### config.mk
export PLATFORM = sky130hd
export DESIGN_NAME = spi_rgb_regs
export DESIGN_NICKNAME = d
export VERILOG_FILES = /design/src/rtl/spi_rgb_pkg.sv /design/src/rtl/spi_rgb_regs_sync_edge.sv /design/src/rtl/spi_rgb_regs.sv
export SDC_FILE = /design/constraint.sdc
export NUM_CORES = 1
export LEC_CHECK = 0
export CAP_MARGIN = 0
export CORE_AREA = 3 3 113 115
export DETAILED_ROUTE_END_ITERATION = 16
export DIE_AREA = 0 0 116 118
export HOLD_SLACK_MARGIN = 0.15
export PLACE_DENSITY = 0.62
export SETUP_SLACK_MARGIN = 0.5
export SYNTH_ARGS = -nofsm -noshare
export SYNTH_HDL_FRONTEND = slang
export SYNTH_SLANG_ARGS = --single-unit
### constraint.sdc
create_clock -name clk -period 3.98 [get_ports clk]
set_clock_uncertainty 0.2 [all_clocks]
set_input_delay 0.995 -clock clk [delete_from_list [all_inputs] [get_ports clk]]
set_output_delay 0.995 -clock clk [all_outputs]
set_load 0.1 [all_outputs]
### src/rtl/spi_rgb_pkg.sv
// Shared command codes, FSM states and channel indices for the SPI RGB register front-end.
// Pure declarations; no latency or flow control of its own.
package spi_rgb_pkg;

    localparam logic [7:0] CMD_WR_ALL = 8'h80;
    localparam logic [7:0] CMD_WR_R   = 8'h81;
    localparam logic [7:0] CMD_WR_G   = 8'h82;
    localparam logic [7:0] CMD_WR_B   = 8'h83;
    localparam logic [7:0] CMD_RD     = 8'h00;

    typedef enum logic [1:0] {
        IDLE  = 2'd0,
        CMD   = 2'd1,
        DATA  = 2'd2,
        DRAIN = 2'd3
    } state_e;

    localparam int CH_R   = 0;
    localparam int CH_G   = 1;
    localparam int CH_B   = 2;
    localparam int NUM_CH = 3;

    // Channels a write command touches; zero for read and illegal commands.
    function automatic logic [NUM_CH-1:0] wr_mask(input logic [7:0] cmd);
        case (cmd)
            CMD_WR_ALL: wr_mask = 3'b111;
            CMD_WR_R:   wr_mask = 3'b001;
            CMD_WR_G:   wr_mask = 3'b010;
            CMD_WR_B:   wr_mask = 3'b100;
            default:    wr_mask = 3'b000;
        endcase
    endfunction

    function automatic logic [1:0] bytes_needed(input logic [7:0] cmd);
        case (cmd)
            CMD_WR_ALL, CMD_RD:           bytes_needed = 2'd3;
            CMD_WR_R, CMD_WR_G, CMD_WR_B: bytes_needed = 2'd1;
            default:                      bytes_needed = 2'd0;
        endcase
    endfunction

endpackage

### src/rtl/spi_rgb_regs_sync_edge.sv
// Synchronizer (SYNC_STAGES flops, legal 2..3) plus rise/fall detect for an asynchronous pin.
// Edge pulses are combinational off the last stage: SYNC_STAGES cycles after the pin edge; no backpressure.
module spi_sync_edge #(
    parameter int SYNC_STAGES = 2
) (
    input  logic clk,
    input  logic rst_n,
    input  logic din_i,
    output logic rise_o,
    output logic fall_o
);

    logic [SYNC_STAGES-1:0] sync_q;
    logic                   prev_q;

    // Resetting to 0 means a pin already low (e.g. cs_n mid-frame) produces no falling edge after reset.
    always_ff @(posedge clk or negedge rst_n) begin
        if (!rst_n) begin
            sync_q <= '0;
            prev_q <= 1'b0;
        end else begin
            sync_q <= {sync_q[SYNC_STAGES-2:0], din_i};
            prev_q <= sync_q[SYNC_STAGES-1];
        end
    end

    assign rise_o = sync_q[SYNC_STAGES-1] & ~prev_q;
    assign fall_o = ~sync_q[SYNC_STAGES-1] & prev_q;

endmodule

### src/rtl/spi_rgb_regs.sv
// SPI mode-0 slave holding R/G/B duties; commits shadows with one-cycle load strobes on a complete frame.
// Commit/error SYNC_STAGES+1 clk after cs_n rises at the pin; no backpressure (host pacing bounded by SCLK rules).
module spi_rgb_regs
    import spi_rgb_pkg::*;
#(
    parameter int SYNC_STAGES = 2
) (
    input  logic       clk,
    input  logic       rst_n,
    input  logic       spi_sclk,
    input  logic       spi_cs_n,
    input  logic       spi_mosi,
    output logic       spi_miso,
    output logic [7:0] duty_r,
    output logic [7:0] duty_g,
    output logic [7:0] duty_b,
    output logic       load_r,
    output logic       load_g,
    output logic       load_b,
    output logic       frame_err
);

    logic sclk_rise, sclk_fall, cs_rise, cs_fall;

    spi_sync_edge #(.SYNC_STAGES(SYNC_STAGES)) u_sclk_sync (
        .clk    (clk),
        .rst_n  (rst_n),
        .din_i  (spi_sclk),
        .rise_o (sclk_rise),
        .fall_o (sclk_fall)
    );

    spi_sync_edge #(.SYNC_STAGES(SYNC_STAGES)) u_cs_sync (
        .clk    (clk),
        .rst_n  (rst_n),
        .din_i  (spi_cs_n),
        .rise_o (cs_rise),
        .fall_o (cs_fall)
    );

    // Same depth as the SCLK chain, so mosi_s is the pin value at the recognised SCLK edge.
    logic [SYNC_STAGES-1:0] mosi_sync_q;
    logic                   mosi_s;

    always_ff @(posedge clk or negedge rst_n) begin
        if (!rst_n) mosi_sync_q <= '0;
        else        mosi_sync_q <= {mosi_sync_q[SYNC_STAGES-2:0], spi_mosi};
    end

    assign mosi_s = mosi_sync_q[SYNC_STAGES-1];

    state_e                  state_q, state_d;
    logic [2:0]              bit_cnt_q, bit_cnt_d;
    logic [1:0]              byte_cnt_q, byte_cnt_d;
    logic [6:0]              rx_q, rx_d;
    logic [7:0]              cmd_q, cmd_d;
    logic [7:0]              tx_q, tx_d;
    logic [NUM_CH-1:0][7:0]  shadow_q, shadow_d;
    logic [NUM_CH-1:0][7:0]  duty_q, duty_d;
    logic [NUM_CH-1:0]       load_q, load_d;
    logic                    err_q, err_d;
    logic                    miso_q, miso_d;

    logic [7:0]        rx_byte;
    logic [NUM_CH-1:0] mask;
    logic [1:0]        req;
    logic [1:0]        byte_cnt_inc;

    assign rx_byte      = {rx_q, mosi_s};
    assign mask         = wr_mask(cmd_q);
    assign req          = bytes_needed(cmd_q);
    assign byte_cnt_inc = (byte_cnt_q == 2'd3) ? 2'd3 : byte_cnt_q + 2'd1;

    always_comb begin
        state_d    = state_q;
        bit_cnt_d  = bit_cnt_q;
        byte_cnt_d = byte_cnt_q;
        rx_d       = rx_q;
        cmd_d      = cmd_q;
        tx_d       = tx_q;
        shadow_d   = shadow_q;
        duty_d     = duty_q;
        load_d     = '0;
        err_d      = 1'b0;
        miso_d     = miso_q;

        // cs_n release outranks any SCLK edge recognised in the same cycle.
        if (cs_rise) begin
            state_d  = IDLE;
            shadow_d = '0;
            miso_d   = 1'b0;
            case (state_q)
                CMD: err_d = (bit_cnt_q != 3'd0);
                DATA, DRAIN: begin
                    if (mask != '0) begin
                        if (byte_cnt_q >= req && bit_cnt_q == 3'd0) begin
                            load_d = mask;
                            for (int ch = 0; ch < NUM_CH; ch++) begin
                                if (mask[ch]) duty_d[ch] = shadow_q[ch];
                            end
                        end else begin
                            err_d = 1'b1;
                        end
                    end else if (cmd_q != CMD_RD) begin
                        err_d = 1'b1;
                    end
                end
                default: ;
            endcase
        end else if (cs_fall) begin
            state_d    = CMD;
            bit_cnt_d  = 3'd0;
            byte_cnt_d = 2'd0;
            shadow_d   = '0;
            miso_d     = 1'b0;
        end else if (state_q != IDLE) begin
            if (sclk_rise) begin
                rx_d      = rx_byte[6:0];
                bit_cnt_d = bit_cnt_q + 3'd1;
                if (bit_cnt_q == 3'd7) begin
                    if (state_q == CMD) begin
                        cmd_d = rx_byte;
                        if (wr_mask(rx_byte) != '0 || rx_byte == CMD_RD) state_d = DATA;
                        else                                                state_d = DRAIN;
                        tx_d = duty_q[CH_R];
                    end else if (state_q == DATA) begin
                        byte_cnt_d = byte_cnt_inc;
                        for (int ch = 0; ch < NUM_CH; ch++) begin
                            if ((cmd_q == CMD_WR_ALL) ? (2'(ch) == byte_cnt_q) : mask[ch])
                                shadow_d[ch] = rx_byte;
                            if (2'(ch) == byte_cnt_inc)
                                tx_d = duty_q[ch];
                        end
                        if (byte_cnt_inc == req) state_d = DRAIN;
                    end
                end
            end else if (sclk_fall) begin
                if (state_q == DATA && cmd_q == CMD_RD) begin
                    miso_d = tx_q[7];
                    tx_d   = {tx_q[6:0], 1'b0};
                end else begin
                    miso_d = 1'b0;
                end
            end
        end
    end

    always_ff @(posedge clk or negedge rst_n) begin
        if (!rst_n) begin
            state_q    <= IDLE;
            bit_cnt_q  <= 3'd0;
            byte_cnt_q <= 2'd0;
            rx_q       <= '0;
            cmd_q      <= '0;
            tx_q       <= '0;
            shadow_q   <= '0;
            duty_q     <= '0;
            load_q     <= '0;
            err_q      <= 1'b0;
            miso_q     <= 1'b0;
        end else begin
            state_q    <= state_d;
            bit_cnt_q  <= bit_cnt_d;
            byte_cnt_q <= byte_cnt_d;
            rx_q       <= rx_d;
            cmd_q      <= cmd_d;
            tx_q       <= tx_d;
            shadow_q   <= shadow_d;
            duty_q     <= duty_d;
            load_q     <= load_d;
            err_q      <= err_d;
            miso_q     <= miso_d;
        end
    end

    assign duty_r    = duty_q[CH_R];
    assign duty_g    = duty_q[CH_G];
    assign duty_b    = duty_q[CH_B];
    assign load_r    = load_q[CH_R];
    assign load_g    = load_q[CH_G];
    assign load_b    = load_q[CH_B];
    assign frame_err = err_q;
    assign spi_miso  = miso_q;

endmodule

==> results of run 1 <==
==> stage by stage <==
stage / std cells / power, W
3_5_place_dp: 503 / 0.001340
4_1_cts: 520 / 0.002246
3_3_place_gp: 503 / 0.001335
2_1_floorplan: 328 / 0.001241
6_report: 520 / 0.002211
5_1_grt: 520 / 0.002330
==> cells in the final DEF, fill, tap and decap left out, types with 5 or more instances in the layout <==
| cell | count |
|---|---|
| a21oi_1 | 5 |
| and2_1 | 8 |
| buf_4 | 14 |
| clkbuf_16 | 9 |
| clkdlybuf4s50_1 | 25 |
| dfrtp_1 | 91 |
| ha_1 | 13 |
| inv_1 | 20 |
| mux2_2 | 70 |
| mux2i_1 | 9 |
| nand2_1 | 17 |
| nor2_1 | 18 |
| o211ai_1 | 9 |
| o21ai_0 | 16 |
==> kinds of logic after synthesis <==
kind of cell / Yosys count
adders and majority gates: 13
buffers and inverters: 31
AOI/OAI and AO/OA: 48
and+or+nand+nor: 66
muxes: 79
DFF: 91
==> how the worst max path moves through the flow <==
stage / from / end / slack [ns] / cells after the start
floorplan: byte_cnt_q[0]$_DFFE_PN0P_ / duty_b[0]$_DFFE_PN0P_ / 0.99 / 10
global placement: cmd_q[2]$_DFFE_PN0P_ / duty_b[4]$_DFFE_PN0P_ / 0.88 / 9
detailed placement: cmd_q[2]$_DFFE_PN0P_ / duty_b[2]$_DFFE_PN0P_ / 0.79 / 8
CTS: cmd_q[2]$_DFFE_PN0P_ / duty_b[2]$_DFFE_PN0P_ / 0.72 / 9
global route: cmd_q[2]$_DFFE_PN0P_ / duty_b[1]$_DFFE_PN0P_ / 0.60 / 9
finish: cmd_q[2]$_DFFE_PN0P_ / duty_b[2]$_DFFE_PN0P_ / 0.71 / 9
==> synthesized netlist by cell type (2+ instances only) <==
cell	instances	area (sq um)
nor2_1	18	67.56
o21ai_0	16	80.08
mux2_2	70	788.3
a21oi_1	5	25.02
and2_1	8	50.05
nand3b_1	2	15.01
inv_1	20	75.07
nand4b_1	2	17.52
nor2b_1	2	12.51
nand3_1	2	10.01
clkbuf_1	9	33.78
a31oi_1	2	12.51
nand2_1	17	63.81
o211ai_1	9	67.56
nor2_4	2	22.52
or2_2	2	12.51
nor3_1	2	10.01
mux2i_1	9	90.09
dfrtp_1	91	2277
o22ai_1	2	12.51
ha_1	13	162.7
a21oi_2	2	17.52
==> where the power goes <==
part	leakage (nW)	internal, W	total [W]	switching [W]
clock	0.153	0.000504	0.000889	0.000385
sequential	1.24	0.00100	0.00106	0.0000552
combinational	0.955	0.000118	0.000264	0.000145
total	2.34	0.00162	0.00221	0.000586
==> registers in the layout (all words and copies together) (netlist names), 3 cells and up <==
register,flops
rx_q,7
shadow_q,24
tx_q,8
bit_cnt_q,3
duty_b,8
duty_g,8
duty_r,8
load_q,3
cmd_q,8
==> cell type report <==
| cell class | instances | area share (%) |
|---|---|---|
| Multi-Input combinational cell | 206 | 34.93 |
| Timing Repair Buffer | 40 | 7.381 |
| Inverter | 20 | 1.517 |
| Sequential cell | 91 | 46.01 |
| Tap cell | 147 | 3.716 |
| Clock inverter | 7 | 1.896 |
| Clock buffer | 9 | 4.550 |
==> timing repair <==
item | CTS | global route
endpoints found under the hold margin | 1 | 0
gates resized for setup | 0 | 0
setup buffers | 0 | 0
hold buffers | 1 | 0
endpoints found under the setup margin | 0 | 0
==> metal layers <==
layer  part of all wire [%]  GRT usage (%)  wire length [microns]  vias up
li1                       -              -                      -     1234
met1                     45          19.03                   3987     1304
met2                     49          21.80                   4356       67
met3                    4.9          3.856                    438       11
met4                    1.3          3.916                    116        0
met5                      0              0                      0        -
==> worst max-delay path, cell delays in order, from the launching register on <==
cell and delay, ns:
dfrtp_1 0.41, nor4_4 0.32, and2b_1 0.27, o21a_1 0.16, ha_1 0.11, nand2b_1 0.12
a21oi_1 0.09, or4b_1 0.69, a21oi_4 0.39, mux2_2 0.39
==> reports/qor.yml, run 1 <==
global_route:
  grt_usage_pct: 13.97
  grt_max_degree: 52
  grt_pass1_wl_microns: 14770
  first_global_vias: 2719
  grt_overflow: 0
  antenna_found_initial: 0
sta:
  worst_slew_pin_slew_ns: 0.9702
  grt_setup_unrepaired: "no"
  setup_tns_ns: 0
  finalCritPeriodShare_pct: 82.10
  timing.final.ws_setup_ns: 0.7125
  setup_viol: 0
  finalHoldViolations: 0
  worst_hold_slack_ns: 0.1534
  fmax_mhz: 306.0
  relSlewSlack_pct: 35.12
  period_minus_slack_ns: 3.268
  slew_violations: 0
placed_design:
  place_ws_ns: 0.7921
  io_buffer_count: 33
  gp_congestion: 0.8728
  post_dp_cell_area_sq_mm: 0.004621
  hpwl_microns: 6245
floorplanning:
  ios: 34
  coreArea_sq_mm: 0.01191
  die_area_sq_mm: 0.01369
  die_h_microns: 118
  die_w_microns: 116
  start_util_pct: 34.62
  rows: 40
synth:
  yosys_warnings: 0
  synth_xor_area_share_pct: 0
  synth_area_sq_mm: 0.004124
  synth_area_per_cell_sq_um: 12.57
  syn-num-nets: 346
  synth-seq-area-share_pct: 55.22
  ys_ff_latch: 91
  synth_cell_type_count: 45
  async_reset_ff_share_pct: 100.0
  synthAdderAreaFrac_pct: 3.944
  synth-compound-area-share_pct: 7.858
  synth_top_family_by_area: "multiplexers"
  synth_edf_count: 0
  yosys.area_share.simple_pct: 8.829
  synthCells: 328
  muxShareOfSynthArea_pct: 21.30
  ys.flop_type: "dfrtp_1"
setup_path:
  startpoint_type: "flip-flop"
  path_class: "reg -> reg"
  crit_fanout: 9
  reg2reg_slack_ns: 0.71
  end_kind: "flip-flop"
  r2r-end: "duty_b[2]$_DFFE_PN0P_"
  arrival_ns: 3.30
  r2r_start: "cmd_q[2]$_DFFE_PN0P_"
  rr_worst_depth: 9
  required_ns: 4.01
cells_and_area:
  fin_area_sq_mm: 0.004950
  fin_nets: 386
  final_core_util_pct: 41.55
  antenna_cells: 0
  multi_input_area_sq_mm: 0.001729
  fill_cells: 1141
  layout-drive-gt1-share_pct: 29.22
  area.sequential_sq_mm: 0.002277
  areaGrowthSynthToFinish_pct: 20.02
status:
  outcome: "complete, no violations"
clock_tree:
  ctsHtreeMaxLevel: 3
  ctsLongestPathBuffers: 2
  clkSinkCount: 91
  clkSlewWorstSetupHoldPaths_ns: 0.07
  cts_root_buf: "clkbuf_16"
  cts_tree: "done"
  cts_buffers: 9
  clock_latency_ns: 0.34
run:
  cap_violations: 0
power_and_ir_drop:
  p_per_area_mw_per_mm2: 446.6
  irDropWorstVdd_uv: 210.6
  power.leakage_nw: 2.345
hold_path:
  holdPathStages: 0
  hold_class: "reg -> reg"
  holdPathEnd: "mosi_sync_q[1]$_DFF_PN0_"
  hp-start: "mosi_sync_q[0]$_DFF_PN0_"
detailed_routing:
  route.detailed.drc: 0
  dr.pass1.iters: 4
  routedWlPerCell_microns: 17.11
  ant_nets: 0
  wirelength_microns: 8898
  vias: 2616
  drtIter0Drc: 106
  viasPerCell: 5.031
Power figures use the tool's default switching activity.
==> inputs of run 2 (changes only) <==
Settings changed: PLACE_DENSITY 0.62 to 0.64.
Clock period 3.98 ns to 3 ns, I/O delays scaled along.
==> run 2 against run 1 <==
Effect of this change:
- clock power grew 19%
- cell area grew 3.5%
- utilization grew 1.5 points
- critical path depth is the same
- non-clock buffer count grew 20
- fmax grew 15%
- die area is the same
- total power grew 28%
- hold slack lost 0.00057 ns
==> reports/qor.yml, run 2 (same netlist as run 1, synthesis figures left out) <==
status:
  outcome: "complete, no violations"
global_route:
  antenna_found_initial: 0
  grt_max_degree: 48
  grt_overflow: 0
  first_global_vias: 2887
  grt_pass1_wl_microns: 15280
  grt_usage_pct: 14.37
cells_and_area:
  largest_reg_flops: 24
  layout-drive-gt1-share_pct: 40.56
  areaGrowthSynthToFinish_pct: 24.24
  final_core_util_pct: 43.01
  final_common_cell: "dfrtp_1"
  fin_nets: 406
  antenna_cells: 0
  final_cell_mix: "dfrtp_1 (91), mux2_2 (60), buf_4 (50)"
  fill_cells: 1096
  regMostFlops: "shadow_q"
  multi_input_area_sq_mm: 0.001810
  area.sequential_sq_mm: 0.002277
sta:
  fmax_mhz: 353.0
  timing.final.ws_setup_ns: 0.1669
  finalHoldViolations: 0
  setup_viol: 0
  finalCritPeriodShare_pct: 94.44
  grt_setup_unrepaired: "yes"
  slew_violations: 0
  relSlewSlack_pct: 61.17
  period_minus_slack_ns: 2.833
  worst_slew_pin_slew_ns: 0.5824
setup_path:
  r2r-end: "duty_b[7]$_DFFE_PN0P_"
  arrival_ns: 2.86
  path_class: "reg -> reg"
  reg2reg_slack_ns: 0.17
  required_ns: 3.03
  end_kind: "flip-flop"
  r2r_start: "cmd_q[6]$_DFFE_PN0P_"
  rr_worst_depth: 9
  cp_slowest_stage_delay_ns: 0.57
  startpoint_type: "flip-flop"
  crit_path_top_delay_cell: "or4b_4"
  cp_cell_sequence: "nor4_4, and2b_2, nand2_1, ha_4, a21oi_2, or4b_4, a21oi_4, buf_12, mux2_2"
  crit_fanout: 9
hold_path:
  holdPathStages: 0
  holdPathEnd: "mosi_sync_q[1]$_DFF_PN0_"
  hold_class: "reg -> reg"
  hp-start: "mosi_sync_q[0]$_DFF_PN0_"
clock_tree:
  clock_latency_ns: 0.35
  hold_buffers: 0
  ctsLongestPathBuffers: 2
  cts_root_buf: "clkbuf_16"
  ctsHtreeMaxLevel: 3
  clkSinkCount: 91
  cts_buffers: 9
  clkSlewWorstSetupHoldPaths_ns: 0.07
  cts_tree: "done"
detailed_routing:
  dr.pass1.iters: 4
  wirelength_microns: 9014
  ant_nets: 0
  drtIter0Drc: 96
  vias: 2720
  routedWlPerCell_microns: 16.72
  viasPerCell: 5.046
  route.detailed.drc: 0
power_and_ir_drop:
  p_per_area_mw_per_mm2: 553.6
  irDropWorstVdd_uv: 368.0
  power.leakage_nw: 2.494
floorplanning:
  ios: 34
  coreArea_sq_mm: 0.01191
  rows: 40
  die_h_microns: 118
  start_util_pct: 34.62
  die_w_microns: 116
  die_area_sq_mm: 0.01369
placed_design:
  gp_congestion: 0.8801
  hpwl_microns: 6270
  place_ws_ns: -0.009383
  io_buffer_count: 33
run:
  cap_violations: 0
-- run 2: cell types whose count changed in the layout (fill, tap and decap cells not counted), moves of 2 or more --
cell,change
clkdlybuf4s50_1,-22
mux2_4,+10
buf_4,+36
buf_6,+5
mux2_2,-10
buf_12,+2
-- run 2: where the power goes --
group | switching, W | leakage, nW | internal, W
registers | 0.0000751 | 1.24 | 0.00133
logic | 0.000207 | 1.12 | 0.000166
clock network | 0.000492 | 0.134 | 0.000567
total | 0.000774 | 2.49 | 0.00206
-- run 2: area by class of cell --
class,count,share of cell area [%]
inverter,20,1.465
multi-input combinational,206,35.34
sequential,91,44.44
tap,147,3.590
clock inverter,6,0.9768
timing repair buffer,60,9.792
clock buffer,9,4.396
-- run 2: worst max-delay path by stage --
stage	cells past startpoint	start	end
floorplan	9	cmd_q[2]$_DFFE_PN0P_	duty_b[0]$_DFFE_PN0P_
global placement	8	cmd_q[2]$_DFFE_PN0P_	duty_b[6]$_DFFE_PN0P_
detailed placement	8	cmd_q[2]$_DFFE_PN0P_	duty_b[4]$_DFFE_PN0P_
CTS	10	cmd_q[6]$_DFFE_PN0P_	duty_g[5]$_DFFE_PN0P_
global route	10	cmd_q[6]$_DFFE_PN0P_	duty_r[3]$_DFFE_PN0P_
finish	9	cmd_q[6]$_DFFE_PN0P_	duty_b[7]$_DFFE_PN0P_
-- run 2: worst max-delay path: cells and delay by family, from the launching register on --
| kind | cells | cell delay (ns) |
|---|---|---|
| adder cells (fa/ha/maj) | 1 | 0.28 |
| multiplexers | 1 | 0.33 |
| buffers and inverters | 1 | 0.14 |
| AND/OR/NAND/NOR | 4 | 1.14 |
| AO/OA/AOI/OAI | 2 | 0.21 |
| flip-flops | 1 | 0.41 |
-- run 2: per-stage QoR --
step                total power [W]  instance area (sq um)  TNS (ns)  hold WS, ns  std cells
finish                     0.002836                   5124         0       0.1529        539
global route               0.002971                   5124         0       0.1685        539
CTS                        0.002852                   5077         0       0.1564        537
detailed placement         0.001793                   4684  -0.05236       0.1403        517
global placement           0.001780                   4684         0       0.1339        517
floorplan                  0.001646                   4129         0       0.1312        328
-- run 2: repair_timing --
action	in CTS	in global routing
setup buffers	5	2
gates resized for setup	17	7
setup endpoints to repair	27	67
pin swaps	3	2
-- run 2: metal layers --
metal | track usage (%) | up-vias | part of all wire (%)
li1 | - | 1274 | -
met1 | 19.76 | 1386 | 47
met2 | 22.30 | 49 | 48
met3 | 3.496 | 11 | 3.0
met4 | 4.496 | 0 | 1.6
met5 | 0 | - | 0
